[config.mk]
export PLATFORM = sky130hd
export DESIGN_NAME = binary_morph_filter_flat
export DESIGN_NICKNAME = d
export VERILOG_FILES = /design/src/rtl/morph_pkg.sv /design/src/rtl/binary_morph_filter_if.sv /design/src/rtl/morph_line_buffer.sv /design/src/rtl/binary_morph_filter.sv /design/src/flat_wrapper.sv
export SDC_FILE = /design/constraint.sdc
export NUM_CORES = 1
export LEC_CHECK = 0
export BUFFER_PORTS_ARGS = -buffer_cell sky130_fd_sc_hd__buf_4
export CORE_ASPECT_RATIO = 1.4
export CORE_UTILIZATION = 61
export CTS_BUF_LIST = sky130_fd_sc_hd__clkbuf_4 sky130_fd_sc_hd__clkbuf_8
export DETAILED_ROUTE_END_ITERATION = 6
export GPL_TIMING_DRIVEN = 0
export PLACE_DENSITY = 0.88
export SLEW_MARGIN = 20
export SYNTH_ARGS = -nofsm -noshare
export SYNTH_HDL_FRONTEND = slang
export SYNTH_HIERARCHICAL = 1
export SYNTH_SLANG_ARGS = --single-unit
[constraint.sdc]
create_clock -name clk -period 6.2 [get_ports clk]
set_input_delay 0.62 -clock clk [delete_from_list [all_inputs] [get_ports clk]]
set_output_delay 0.62 -clock clk [all_outputs]
set_load 0.005 [all_outputs]
[src/rtl/morph_pkg.sv]
// Shared types and helpers for the binary morphological filter.
// Holds the mode encoding, the legal window sizes, the sync-bundle payload
// and the neutral-bit helper used to pad the window outside the image.
package morph_pkg;

  typedef enum logic {
    MODE_ERODE  = 1'b0,
    MODE_DILATE = 1'b1
  } morph_mode_e;

  localparam int unsigned KSIZE_SMALL = 3;
  localparam int unsigned KSIZE_LARGE = 5;

  // Video sync bundle carried alongside the pixel pipeline.
  typedef struct packed {
    logic vsync;
    logic href;
    logic clken;
  } sync_t;

  function automatic logic ksize_legal(input int unsigned k);
    return (k == KSIZE_SMALL) || (k == KSIZE_LARGE);
  endfunction

  // Value that leaves the reduction unchanged: 1 for AND, 0 for OR.
  function automatic logic neutral_bit(input morph_mode_e m);
    return (m == MODE_ERODE);
  endfunction

endpackage

[src/rtl/binary_morph_filter_if.sv]
// Video port bundle for binary_morph_filter.
// Carries mode, the incoming per_frame_* stream and the outgoing
// post_frame_* stream. With MORPH_PIXCOUNT_EN defined it also carries
// post_pix_count (width CNT_W).
// master: the side that produces input video and consumes filtered video.
// slave : the filter itself.
interface binary_morph_filter_if
`ifdef MORPH_PIXCOUNT_EN
  #(parameter int unsigned CNT_W = 19)
`endif
  ;

  logic mode;
  logic per_frame_vsync;
  logic per_frame_href;
  logic per_frame_clken;
  logic per_img_bit;
  logic post_frame_vsync;
  logic post_frame_href;
  logic post_frame_clken;
  logic post_img_bit;
`ifdef MORPH_PIXCOUNT_EN
  logic [CNT_W-1:0] post_pix_count;
`endif

  modport master (
    output mode, per_frame_vsync, per_frame_href, per_frame_clken, per_img_bit,
`ifdef MORPH_PIXCOUNT_EN
    input  post_pix_count,
`endif
    input  post_frame_vsync, post_frame_href, post_frame_clken, post_img_bit
  );

  modport slave (
    input  mode, per_frame_vsync, per_frame_href, per_frame_clken, per_img_bit,
`ifdef MORPH_PIXCOUNT_EN
    output post_pix_count,
`endif
    output post_frame_vsync, post_frame_href, post_frame_clken, post_img_bit
  );

endinterface

[src/rtl/morph_line_buffer.sv]
// Line delay for the morphological window.
// LINES chained shift registers of DEPTH bits, advanced on en.
// taps[0] is the pixel one line above the current one, taps[LINES-1] the
// pixel LINES lines above.
// Ports: clk, rst_n (async, active-low), en (shift strobe), din (new pixel),
//        taps (oldest bit of each line).
module morph_line_buffer #(
  parameter int unsigned DEPTH = 640,
  parameter int unsigned LINES = 2
) (
  input  logic             clk,
  input  logic             rst_n,
  input  logic             en,
  input  logic             din,
  output logic [LINES-1:0] taps
);

  logic [DEPTH-1:0] sr_q [LINES];

  for (genvar l = 0; l < LINES; l++) begin : g_line
    logic src_c;

    if (l == 0) begin : g_head
      assign src_c = din;
    end else begin : g_chain
      assign src_c = sr_q[l-1][DEPTH-1];
    end

    always_ff @(posedge clk or negedge rst_n) begin
      if (!rst_n) begin
        sr_q[l] <= '0;
      end else if (en) begin
        sr_q[l] <= {sr_q[l][DEPTH-2:0], src_c};
      end
    end

    assign taps[l] = sr_q[l][DEPTH-1];
  end

endmodule

[src/rtl/binary_morph_filter.sv]
// Binary erosion/dilation over a KSIZE x KSIZE window ending at the current
// pixel, with neutral padding outside the image and a fixed 3-clock latency.
// Ports: clk, rst_n (async, active-low), bus (binary_morph_filter_if.slave:
//        mode, per_frame_* in, post_frame_* out).
// Optional feature macro MORPH_PIXCOUNT_EN adds bus.post_pix_count, the
// number of 1 pixels output in the previous frame.
module binary_morph_filter
  import morph_pkg::*;
#(
  parameter int unsigned IMG_HDISP = 640,
  parameter int unsigned IMG_VDISP = 480,
  parameter int unsigned KSIZE     = 3
) (
  input  logic                 clk,
  input  logic                 rst_n,
  binary_morph_filter_if.slave bus
);

  localparam int unsigned K     = KSIZE;
  localparam int unsigned LINES = KSIZE - 1;
  localparam int unsigned COL_W = $clog2(IMG_HDISP + 1);
  localparam int unsigned ROW_W = $clog2(IMG_VDISP + 1);
  localparam int unsigned LAT   = 3;

  if (!ksize_legal(KSIZE)) begin : g_bad_ksize
    $error("binary_morph_filter: KSIZE must be 3 or 5");
  end
  if ((IMG_HDISP < KSIZE) || (IMG_VDISP < KSIZE)) begin : g_bad_img
    $error("binary_morph_filter: image must be at least KSIZE in each dimension");
  end

  logic             vsync_d;
  logic             href_d;
  logic             accept_c;
  logic             vsync_rise_c;
  logic             href_rise_c;
  logic             href_fall_c;
  logic             write_c;
  logic             neutral_c;
  logic             erode_c;
  logic [COL_W-1:0] col_q;
  logic [COL_W-1:0] col_cur_c;
  logic [ROW_W-1:0] row_q;
  morph_mode_e      mode_q;
  logic [LINES-1:0] taps_c;
  logic [K-1:0]     col_in_c;
  logic [K-1:0][K-1:0] win_q;
  logic [K-1:0]     row_red_q;
  logic             bit_q;
  sync_t            sync_q [LAT];

  assign accept_c     = bus.per_frame_clken & bus.per_frame_href;
  assign vsync_rise_c = bus.per_frame_vsync & ~vsync_d;
  assign href_rise_c  = bus.per_frame_href & ~href_d;
  assign href_fall_c  = ~bus.per_frame_href & href_d;
  // The first pixel of a line can arrive on the href rising edge itself.
  assign col_cur_c    = href_rise_c ? '0 : col_q;
  assign write_c      = accept_c & (col_cur_c < COL_W'(IMG_HDISP));
  assign neutral_c    = neutral_bit(mode_q);
  assign erode_c      = (mode_q == MODE_ERODE);

  // Edge detectors for vsync/href.
  always_ff @(posedge clk or negedge rst_n) begin
    if (!rst_n) begin
      vsync_d <= 1'b0;
      href_d  <= 1'b0;
    end else begin
      vsync_d <= bus.per_frame_vsync;
      href_d  <= bus.per_frame_href;
    end
  end

  // Column position of the next accepted pixel, saturating at IMG_HDISP.
  always_ff @(posedge clk or negedge rst_n) begin
    if (!rst_n) begin
      col_q <= '0;
    end else if (accept_c) begin
      col_q <= (col_cur_c == COL_W'(IMG_HDISP)) ? col_cur_c : col_cur_c + COL_W'(1);
    end else if (href_rise_c) begin
      col_q <= '0;
    end
  end

  // Row index within the frame; vsync clear takes priority over href fall.
  always_ff @(posedge clk or negedge rst_n) begin
    if (!rst_n) begin
      row_q <= '0;
    end else if (vsync_rise_c) begin
      row_q <= '0;
    end else if (href_fall_c && (row_q != ROW_W'(IMG_VDISP))) begin
      row_q <= row_q + ROW_W'(1);
    end
  end

  // Mode is frozen for the whole frame.
  always_ff @(posedge clk or negedge rst_n) begin
    if (!rst_n) begin
      mode_q <= MODE_ERODE;
    end else if (vsync_rise_c) begin
      mode_q <= morph_mode_e'(bus.mode);
    end
  end

  morph_line_buffer #(
    .DEPTH (IMG_HDISP),
    .LINES (LINES)
  ) u_line_buffer (
    .clk   (clk),
    .rst_n (rst_n),
    .en    (write_c),
    .din   (bus.per_img_bit),
    .taps  (taps_c)
  );

  // New window column: row K-1 is the live pixel, row r sits K-1-r lines
  // above it and is padded while that line lies above the frame top.
  for (genvar r = 0; r < K; r++) begin : g_col
    if (r == K - 1) begin : g_cur
      assign col_in_c[r] = bus.per_img_bit;
    end else begin : g_tap
      assign col_in_c[r] = (row_q < ROW_W'(K - 1 - r)) ? neutral_c : taps_c[K-2-r];
    end
  end

  // Stage 0: window shift. At column 0 the older columns lie left of the
  // image, so they are refilled with the neutral value instead of stale data.
  always_ff @(posedge clk or negedge rst_n) begin
    if (!rst_n) begin
      win_q <= '0;
    end else if (accept_c) begin
      for (int r = 0; r < K; r++) begin
        win_q[r] <= {col_in_c[r], (col_cur_c == '0) ? {(K-1){neutral_c}} : win_q[r][K-1:1]};
      end
    end
  end

  // Stages 1 and 2: per-row reduction, then reduction across rows.
  always_ff @(posedge clk or negedge rst_n) begin
    if (!rst_n) begin
      row_red_q <= '0;
      bit_q     <= 1'b0;
    end else begin
      for (int r = 0; r < K; r++) begin
        row_red_q[r] <= erode_c ? (&win_q[r]) : (|win_q[r]);
      end
      bit_q <= (erode_c ? (&row_red_q) : (|row_red_q)) & sync_q[LAT-2].href;
    end
  end

  // Sync delay matched to the pixel pipeline.
  always_ff @(posedge clk or negedge rst_n) begin
    if (!rst_n) begin
      for (int i = 0; i < LAT; i++) begin
        sync_q[i] <= '0;
      end
    end else begin
      sync_q[0] <= {bus.per_frame_vsync, bus.per_frame_href, bus.per_frame_clken};
      for (int i = 1; i < LAT; i++) begin
        sync_q[i] <= sync_q[i-1];
      end
    end
  end

  assign bus.post_frame_vsync = sync_q[LAT-1].vsync;
  assign bus.post_frame_href  = sync_q[LAT-1].href;
  assign bus.post_frame_clken = sync_q[LAT-1].clken;
  assign bus.post_img_bit     = bit_q;

`ifdef MORPH_PIXCOUNT_EN
  localparam int unsigned CNT_W = $clog2(IMG_HDISP * IMG_VDISP + 1);

  logic             post_vsync_d;
  logic [CNT_W-1:0] acc_q;
  logic [CNT_W-1:0] cnt_q;

  // Count output 1s per frame; publish and restart on output vsync rise.
  always_ff @(posedge clk or negedge rst_n) begin
    if (!rst_n) begin
      post_vsync_d <= 1'b0;
      acc_q        <= '0;
      cnt_q        <= '0;
    end else begin
      post_vsync_d <= sync_q[LAT-1].vsync;
      if (sync_q[LAT-1].vsync && !post_vsync_d) begin
        cnt_q <= acc_q;
        acc_q <= '0;
      end else if (sync_q[LAT-1].clken && sync_q[LAT-1].href && bit_q) begin
        acc_q <= acc_q + CNT_W'(1);
      end
    end
  end

  assign bus.post_pix_count = cnt_q;
`endif

endmodule

[src/flat_wrapper.sv]
// flat-port wrapper written by rule: the top's interface ports become plain ports
module binary_morph_filter_flat import morph_pkg::*;
#(
  parameter int unsigned IMG_HDISP = 640,
  parameter int unsigned IMG_VDISP = 480,
  parameter int unsigned KSIZE     = 3
)
  (clk, rst_n, bus_mode, bus_per_frame_vsync, bus_per_frame_href, bus_per_frame_clken, bus_per_img_bit, bus_post_frame_vsync, bus_post_frame_href, bus_post_frame_clken, bus_post_img_bit);
  binary_morph_filter_if bus_i ();
  input  logic clk;
  input  logic rst_n;
  input wire logic [$bits(bus_i.mode)-1:0] bus_mode;
  input wire logic [$bits(bus_i.per_frame_vsync)-1:0] bus_per_frame_vsync;
  input wire logic [$bits(bus_i.per_frame_href)-1:0] bus_per_frame_href;
  input wire logic [$bits(bus_i.per_frame_clken)-1:0] bus_per_frame_clken;
  input wire logic [$bits(bus_i.per_img_bit)-1:0] bus_per_img_bit;
  output wire logic [$bits(bus_i.post_frame_vsync)-1:0] bus_post_frame_vsync;
  output wire logic [$bits(bus_i.post_frame_href)-1:0] bus_post_frame_href;
  output wire logic [$bits(bus_i.post_frame_clken)-1:0] bus_post_frame_clken;
  output wire logic [$bits(bus_i.post_img_bit)-1:0] bus_post_img_bit;
  assign bus_i.mode = bus_mode;
  assign bus_i.per_frame_vsync = bus_per_frame_vsync;
  assign bus_i.per_frame_href = bus_per_frame_href;
  assign bus_i.per_frame_clken = bus_per_frame_clken;
  assign bus_i.per_img_bit = bus_per_img_bit;
  assign bus_post_frame_vsync = bus_i.post_frame_vsync;
  assign bus_post_frame_href = bus_i.post_frame_href;
  assign bus_post_frame_clken = bus_i.post_frame_clken;
  assign bus_post_img_bit = bus_i.post_img_bit;
  binary_morph_filter #(.IMG_HDISP(IMG_HDISP), .IMG_VDISP(IMG_VDISP), .KSIZE(KSIZE)) u_core (.clk(clk), .rst_n(rst_n), .bus(bus_i));
endmodule
==> results.yml, run 1 <==
setup_path:
  critical_path_class: "primary input to async pin"
  cp_max_fo: 151
  endpoint: "u_core/u_line_buffer/sr_q[291]$_DFFE_PN0P_"
  reg2reg_slack_ps: 3470
  reg2regPathDepth: 9
  crit_required_ps: 7070
  critPathArrivalTime_ps: 3910
  r2r_end: "u_core/u_line_buffer/sr_q[1193]$_DFFE_PN0P_"
  path_depth: 6
  crit_path_end_kind: "async pin"
  cp_num_buf_inv: 6
  crit_start: "rst_n"
  rr_startpoint: "u_core/sync_q[7]$_DFF_PN0_"
  startpoint_type: "primary input"
  crit_chain: "dlygate4sd3_1 > buf_16 > buf_16 > buf_16 > buf_16 > buf_16"
  slowest_delay_ps: 610
  crit_family: "buffers and inverters"
  crit_top_cell: "buf_16"
  cpMaxStageDelayCell: "dlygate4sd3_1"
die:
  start_util: 0.618
  core-area_sq_um: 80800
  core.rowCount: 123
  die_area_sq_um: 83100
  io_pins: 11
  die_y_um: 341
  die_w_um: 244
final_layout:
  final_cells: 4313
  syn2layout_area_growth_pct: 11.4
  fin_nets: 3118
  nFillCells: 4738
  drive_above_1_share: 0.544
logic_synthesis:
  synth_area_sq_um: 50000
  synth_top_cell_by_area: "dfrtp_1"
  synth_top_family_by_area: "multiplexers"
  synth_simple_gate_area_frac: 0.00876
  synth-xor-area-share: 0.000351
  synth_seq_area_share: 0.662
  synth_compound_area_frac: 0.00636
  synth_seq_cells: 1322
  synth.top_cell.area_share: 0.662
  syn_nets: 2911
  synth_area_leaders: "dfrtp_1, mux2_2, buf_6"
  yosysWarningCount: 6
  synth_mux_area_frac: 0.290
  avgSynthCellArea_sq_um: 17.2
  yosysUniqueCellTypes: 39
  synth_fa_ha_area_frac: 0.000501
  syn_inst: 2902
sta:
  period_share: 0.491
  finalHoldViolations: 0
  fin_crit_ps: 3050
  slew_headroom: 0.455
  fmax_mhz: 328
  grt_setup_unrepaired: "false"
  finalSetupViolCount: 0
  worstMarginPinSlew_ps: 818
  finClkSkew_ps: 25.9
  slew_viol_final: 0
  finalSetupTns_ps: 0
global_routing:
  grt_pass1_wl_um: 130000
  antenna_found_initial: 1
  grt_pass1_vias: 26916
  use_met3: 0.0381
  grt.busiest_layer: "met2"
  grt_overflow: 0
  met1_usage: 0.222
  grt.total_usage: 0.189
  grt_max_degree: 172
  grt_use_met2: 0.343
status:
  status: "complete, no violations"
clock_tree:
  cts_buffers: 180
  clock_latency_ps: 820
  clock-sinks: 1322
  htreeDepth: 4
  path_clk_slew_ps: 70
  root_buffer: "clkbuf_8"
  cts_tree: "done"
  cts_buffer_depth: 3
  postCtsSetupBuffers: 0
drt:
  avgRoutedWirePerCell_um: 17.3
  wl_um: 74500
  first_iter_violations: 963
  first_pass_iters: 5
  vias: 23423
  antenna_left: 0
  drcViolationCount: 0
  viasPerCell: 5.43
hold_path:
  hold_path_class: "primary input to async pin"
placed_design:
  gp_congestion: 0.760
  port_buffers: 10
  hpwl_um: 43800
  placedCellCount: 3983
power_and_ir_drop:
  ir_drop_v: 0.000297
  p_leak_nw: 28.7
  power.density_nw_per_um2: 296
job:
  maxCapViolCount: 0
-- cell type report --
type	count	area, sq um	area share
Inverter	8	30.0	0.000539
Clock inverter	47	478	0.00859
Tap cell	1062	1330	0.0239
Sequential cell	1322	33100	0.594
Buffer	153	1590	0.0286
Clock buffer	276	3490	0.0626
Antenna cell	1	2.50	0.0000450
Timing Repair Buffer	25	403	0.00724
Multi-Input combinational cell	1419	15300	0.274
-- sequential cells by signal, indices dropped and copies added, names as in the netlist --
name,cells
u_core/bus.post_frame_clken,1
u_core/bus.post_frame_href,1
u_core/bus.post_frame_vsync,1
u_core/bus.post_img_bit,1
u_core/col_q,10
u_core/mode_q,1
u_core/row_q,9
u_core/row_red_q,3
u_core/sync_q,6
u_core/u_line_buffer/sr_q,1278
u_core/u_line_buffer/taps,2
u_core/win_q,9
-- metrics by stage --
step	utilization	setup slack, ps	power (mW)	instance area, sq um	hold WS [ps]
after CTS	0.689	3140	16.7	55700	287
after global placement	0.636	-9320	9.55	51400	346
after global routing	0.689	2760	17.1	55700	336
after floorplan	-	3810	9.33	50000	324
final	0.689	3150	16.5	55700	358
after detailed placement	0.639	2870	9.60	51600	338
-- per-layer routing --
layer	up-vias	wire (um)
met5	-	0
met4	0	1610
met3	145	2080
met2	298	41000
met1	12266	29800
li1	10714	-
-- synthesized netlist by cell type (all sizes together) --
cell type,count
dfrtp,1322
mux2,1281
buf,146
nand2,26
a21oi,16
o21ai,15
nand4,10
or4,10
inv,8
clkbuf,7
o311ai,7
or3,7
nand3,6
o31ai,5
mux2i,4
nand2b,4
nor2,4
ha,2
nor2b,2
o211ai,2
xor2,2
a211oi,1
a21boi,1
a21o,1
and2,1
and3,1
and3b,1
and4,1
nand3b,1
nand4b,1
nor3,1
nor4b,1
o22a,1
o31a,1
o41ai,1
or2,1
or4b,1
-- what timing repair did --
action	CTS	global route
hold endpoints to repair	88	0
resized for setup	0	0
hold buffers	6	0
-- where the power goes --
group | internal, mW | switching, mW
registers | 8.71 | 0.0575
clock network | 3.90 | 3.12
logic | 0.289 | 0.396
-- layout by cell type, fill, tap and decap left out, drive strengths merged, types with 2 or more instances in the layout --
| master | synthesis | layout |
|---|---|---|
| nor2 | 4 | 4 |
| mux2 | 1281 | 1281 |
| nand3 | 6 | 6 |
| o21ai | 15 | 15 |
| ha | 2 | 2 |
| o211ai | 2 | 2 |
| a21oi | 16 | 16 |
| or3 | 7 | 7 |
| or4 | 10 | 10 |
| nand2b | 4 | 4 |
| mux2i | 4 | 4 |
| nand4 | 10 | 10 |
| bufinv | 0 | 7 |
| dfrtp | 1322 | 1322 |
| o311ai | 7 | 7 |
| o31ai | 5 | 5 |
| clkinvlp | 0 | 5 |
| dlygate4sd3 | 0 | 6 |
| nor2b | 2 | 2 |
| buf | 146 | 165 |
| inv | 8 | 17 |
| clkinv | 0 | 26 |
| nand2 | 26 | 26 |
| xor2 | 2 | 2 |
| clkbuf | 7 | 283 |
-- kinds of logic after synthesis --
kind of cell	count (synthesis)
flip-flops	1322
AND/OR/NAND/NOR	79
buffers and inverters	161
multiplexers	1285
XOR/XNOR	2
AO/OA/AOI/OAI	51
adder cells (fa/ha/maj)	2
-- worst min path at each step --
stage	from	end	slack, ps	depth (start not counted)
after CTS	rst_n	u_core/u_line_buffer/sr_q[587]$_DFFE_PN0P_	290	2
final	rst_n	u_core/u_line_buffer/sr_q[587]$_DFFE_PN0P_	360	2
after global routing	rst_n	u_core/u_line_buffer/sr_q[587]$_DFFE_PN0P_	340	2
after detailed placement	u_core/sync_q[3]$_DFF_PN0_	u_core/bus.post_frame_clken$_DFF_PN0_	340	0
after floorplan	rst_n	u_core/bus.post_frame_clken$_DFF_PN0_	320	0
after global placement	u_core/sync_q[6]$_DFF_PN0_	u_core/sync_q[3]$_DFF_PN0_	350	0
Note: power is estimated with default switching activity, not from simulation.
==> inputs of run 2 (changes only) <==
--- a/config.mk
+++ b/config.mk
@@ -7,11 +7,11 @@
 export LEC_CHECK = 0
 export BUFFER_PORTS_ARGS = -buffer_cell sky130_fd_sc_hd__buf_4
 export CORE_ASPECT_RATIO = 1.4
-export CORE_UTILIZATION = 61
+export CORE_UTILIZATION = 59
 export CTS_BUF_LIST = sky130_fd_sc_hd__clkbuf_4 sky130_fd_sc_hd__clkbuf_8
 export DETAILED_ROUTE_END_ITERATION = 6
 export GPL_TIMING_DRIVEN = 0
-export PLACE_DENSITY = 0.88
+export PLACE_DENSITY = 0.89
 export SLEW_MARGIN = 20
 export SYNTH_ARGS = -nofsm -noshare
 export SYNTH_HDL_FRONTEND = slang
==> constraint.sdc (replaced) <==
create_clock -name clk -period 2.7 [get_ports clk]
set_input_delay 0.27 -clock clk [delete_from_list [all_inputs] [get_ports clk]]
set_output_delay 0.27 -clock clk [all_outputs]
set_load 0.005 [all_outputs]
==> run 2 against run 1 <==
First-iteration DRC count increased by 3.4%. The run now ends with negative hold slack left. Clock power increased by 130%. Critical path depth increased by 3. Combinational power increased by 130%. Non-clock buffer count increased by 7. Total power increased by 130%. Final area increased by 0.22%. Hold slack got worse by 530 ps. Die area increased by 3.4%. Sequential cell count unchanged. Cell count increased by 0.51%.
==> results.yml, run 2 (synthesized netlist as in run 1, its figures left out) <==
status:
  status: "finished with violations"
  failed_checks: "negative hold slack"
drt:
  vias: 23410
  drcViolationCount: 0
  first_pass_iters: 4
  first_iter_violations: 996
  viasPerCell: 5.40
  avgRoutedWirePerCell_um: 17.1
  wl_met3_um: 2440
  wl_met2_um: 40000
  top_layer_used: "met4"
  m1WireLength_um: 30000
  antenna_left: 0
  wl_um: 74100
power_and_ir_drop:
  power.density_nw_per_um2: 675
  ir_drop_v: 0.000749
  p_leak_nw: 28.8
placed_design:
  dpl_cell_area_sq_um: 51700
  placedCellCount: 4000
  hpwl_um: 43700
  port_buffers: 10
  gp_congestion: 0.770
die:
  io_pins: 11
  die_y_um: 346
  core.rowCount: 125
  die_w_um: 248
  die_area_sq_um: 85900
  core-area_sq_um: 83400
  start_util: 0.599
final_layout:
  syn2layout_area_growth_pct: 11.7
  nFillCells: 5080
  top_regs: "u_core/u_line_buffer/sr_q x1278, u_core/col_q x10"
  max_flop_register: "u_core/u_line_buffer/sr_q"
  final_common_cell: "dfrtp_1"
  fin_nets: 3130
  largest_register_ffs: 1278
  stdcell_area_sq_um: 55800
  final_cell_mix: "dfrtp_1, mux2_2, clkbuf_8, buf_6, clkbuf_4"
  final_cells: 4335
  drive_above_1_share: 0.545
sta:
  finalSetupViolCount: 0
  hold_slack_ps: -169
  slew_viol_final: 0
  worstMarginPinSlew_ps: 812
  grt_setup_unrepaired: "false"
  fmax_mhz: 387
  fin_crit_ps: 2580
  finalHoldViolations: 143
  period_share: 0.956
  slew_headroom: 0.458
  finClkSkew_ps: 30.7
global_routing:
  grt_max_degree: 170
  antenna_found_initial: 1
  grt_overflow: 0
  grt_pass1_wl_um: 130000
  grt.total_usage: 0.183
  grt_pass1_vias: 26968
setup_path:
  critPathArrivalTime_ps: 3270
  crit_required_ps: 3380
  critical_path_class: "register to register"
  crit_path_end_kind: "register"
  startpoint_type: "register"
  cp_max_fo: 10
job:
  maxCapViolCount: 0
clock_tree:
  cts_buffer_depth: 3
  htreeDepth: 4
  path_clk_slew_ps: 70
  clock-sinks: 1322
  cts_tree: "done"
  clock_latency_ps: 830
  cts_buffers: 185
  root_buffer: "clkbuf_8"
hold_path:
  hold_path_class: "primary input to async pin"
run 2: repair_timing:
item,in CTS,in global routing
cloned,0,2
endpoints found under the hold margin,205,34
buffers inserted,0,0
endpoints found under the setup margin,21,169
hold buffers,8,3
resized for setup,1,0
run 2: layer usage:
layer	GRT usage	vias up
li1	-	10723
met1	0.223	12205
met2	0.320	343
met3	0.0391	139
met4	0.0661	0
met5	0	-
run 2: cell type report:
| type | count | area [sq um] | share of cell area |
|---|---|---|---|
| tap | 1079 | 1350 | 0.0242 |
| inverter | 8 | 30.0 | 0.000538 |
| antenna | 2 | 5.00 | 0.0000897 |
| clock buffer | 291 | 3650 | 0.0655 |
| sequential | 1322 | 33100 | 0.593 |
| timing repair buffer | 32 | 553 | 0.00991 |
| clock inverter | 29 | 259 | 0.00464 |
| multi-input combinational | 1419 | 15300 | 0.274 |
| buffer | 153 | 1590 | 0.0285 |
run 2: metrics by stage:
stage / total power, mW / setup TNS, ps / worst slack (ps) / hold WS, ps / util
after global routing: 39.3 / 0 / 20.8 / -168 / 0.669
after detailed placement: 22.1 / -143270 / -522 / 122 / 0.620
after floorplan: 21.4 / 0 / 653 / -25.6 / -
after CTS: 38.2 / 0 / 82.0 / -514 / 0.668
after global placement: 21.9 / - / -12520 / 343 / 0.616
final: 37.7 / 0 / 119 / -169 / 0.669
run 2: power breakdown:
group | switching, mW | internal [mW]
Clock | 7.08 | 8.85
Combinational | 0.913 | 0.685
Sequential | 0.132 | 20.0
run 2: path summary, 6_finish.rpt:
path	from	end	slack [ps]	cells past startpoint
hold / removal	rst_n	u_core/u_line_buffer/sr_q[233]$_DFFE_PN0P_	-170	5
setup / recovery	u_core/sync_q[7]$_DFF_PN0_	u_core/u_line_buffer/sr_q[248]$_DFFE_PN0P_	120	9
min in group clk	bus_per_frame_href	u_core/sync_q[7]$_DFF_PN0_	130	2
setup reg to reg	u_core/sync_q[7]$_DFF_PN0_	u_core/u_line_buffer/sr_q[248]$_DFFE_PN0P_	120	9
max in group asynchronous	rst_n	u_core/u_line_buffer/sr_q[615]$_DFFE_PN0P_	680	8
hold reg to reg	u_core/sync_q[5]$_DFF_PN0_	u_core/bus.post_frame_vsync$_DFF_PN0_	360	0
run 2: worst max-delay path: stages, from the launching register on:
cell      delay (ps)
dfrtp_1          400
clkbuf_1         220
nor2b_1          150
clkbuf_2         240
nor2_1            80
nor2_1           160
buf_4            380
buf_6            250
buf_6            170
mux2_2           350
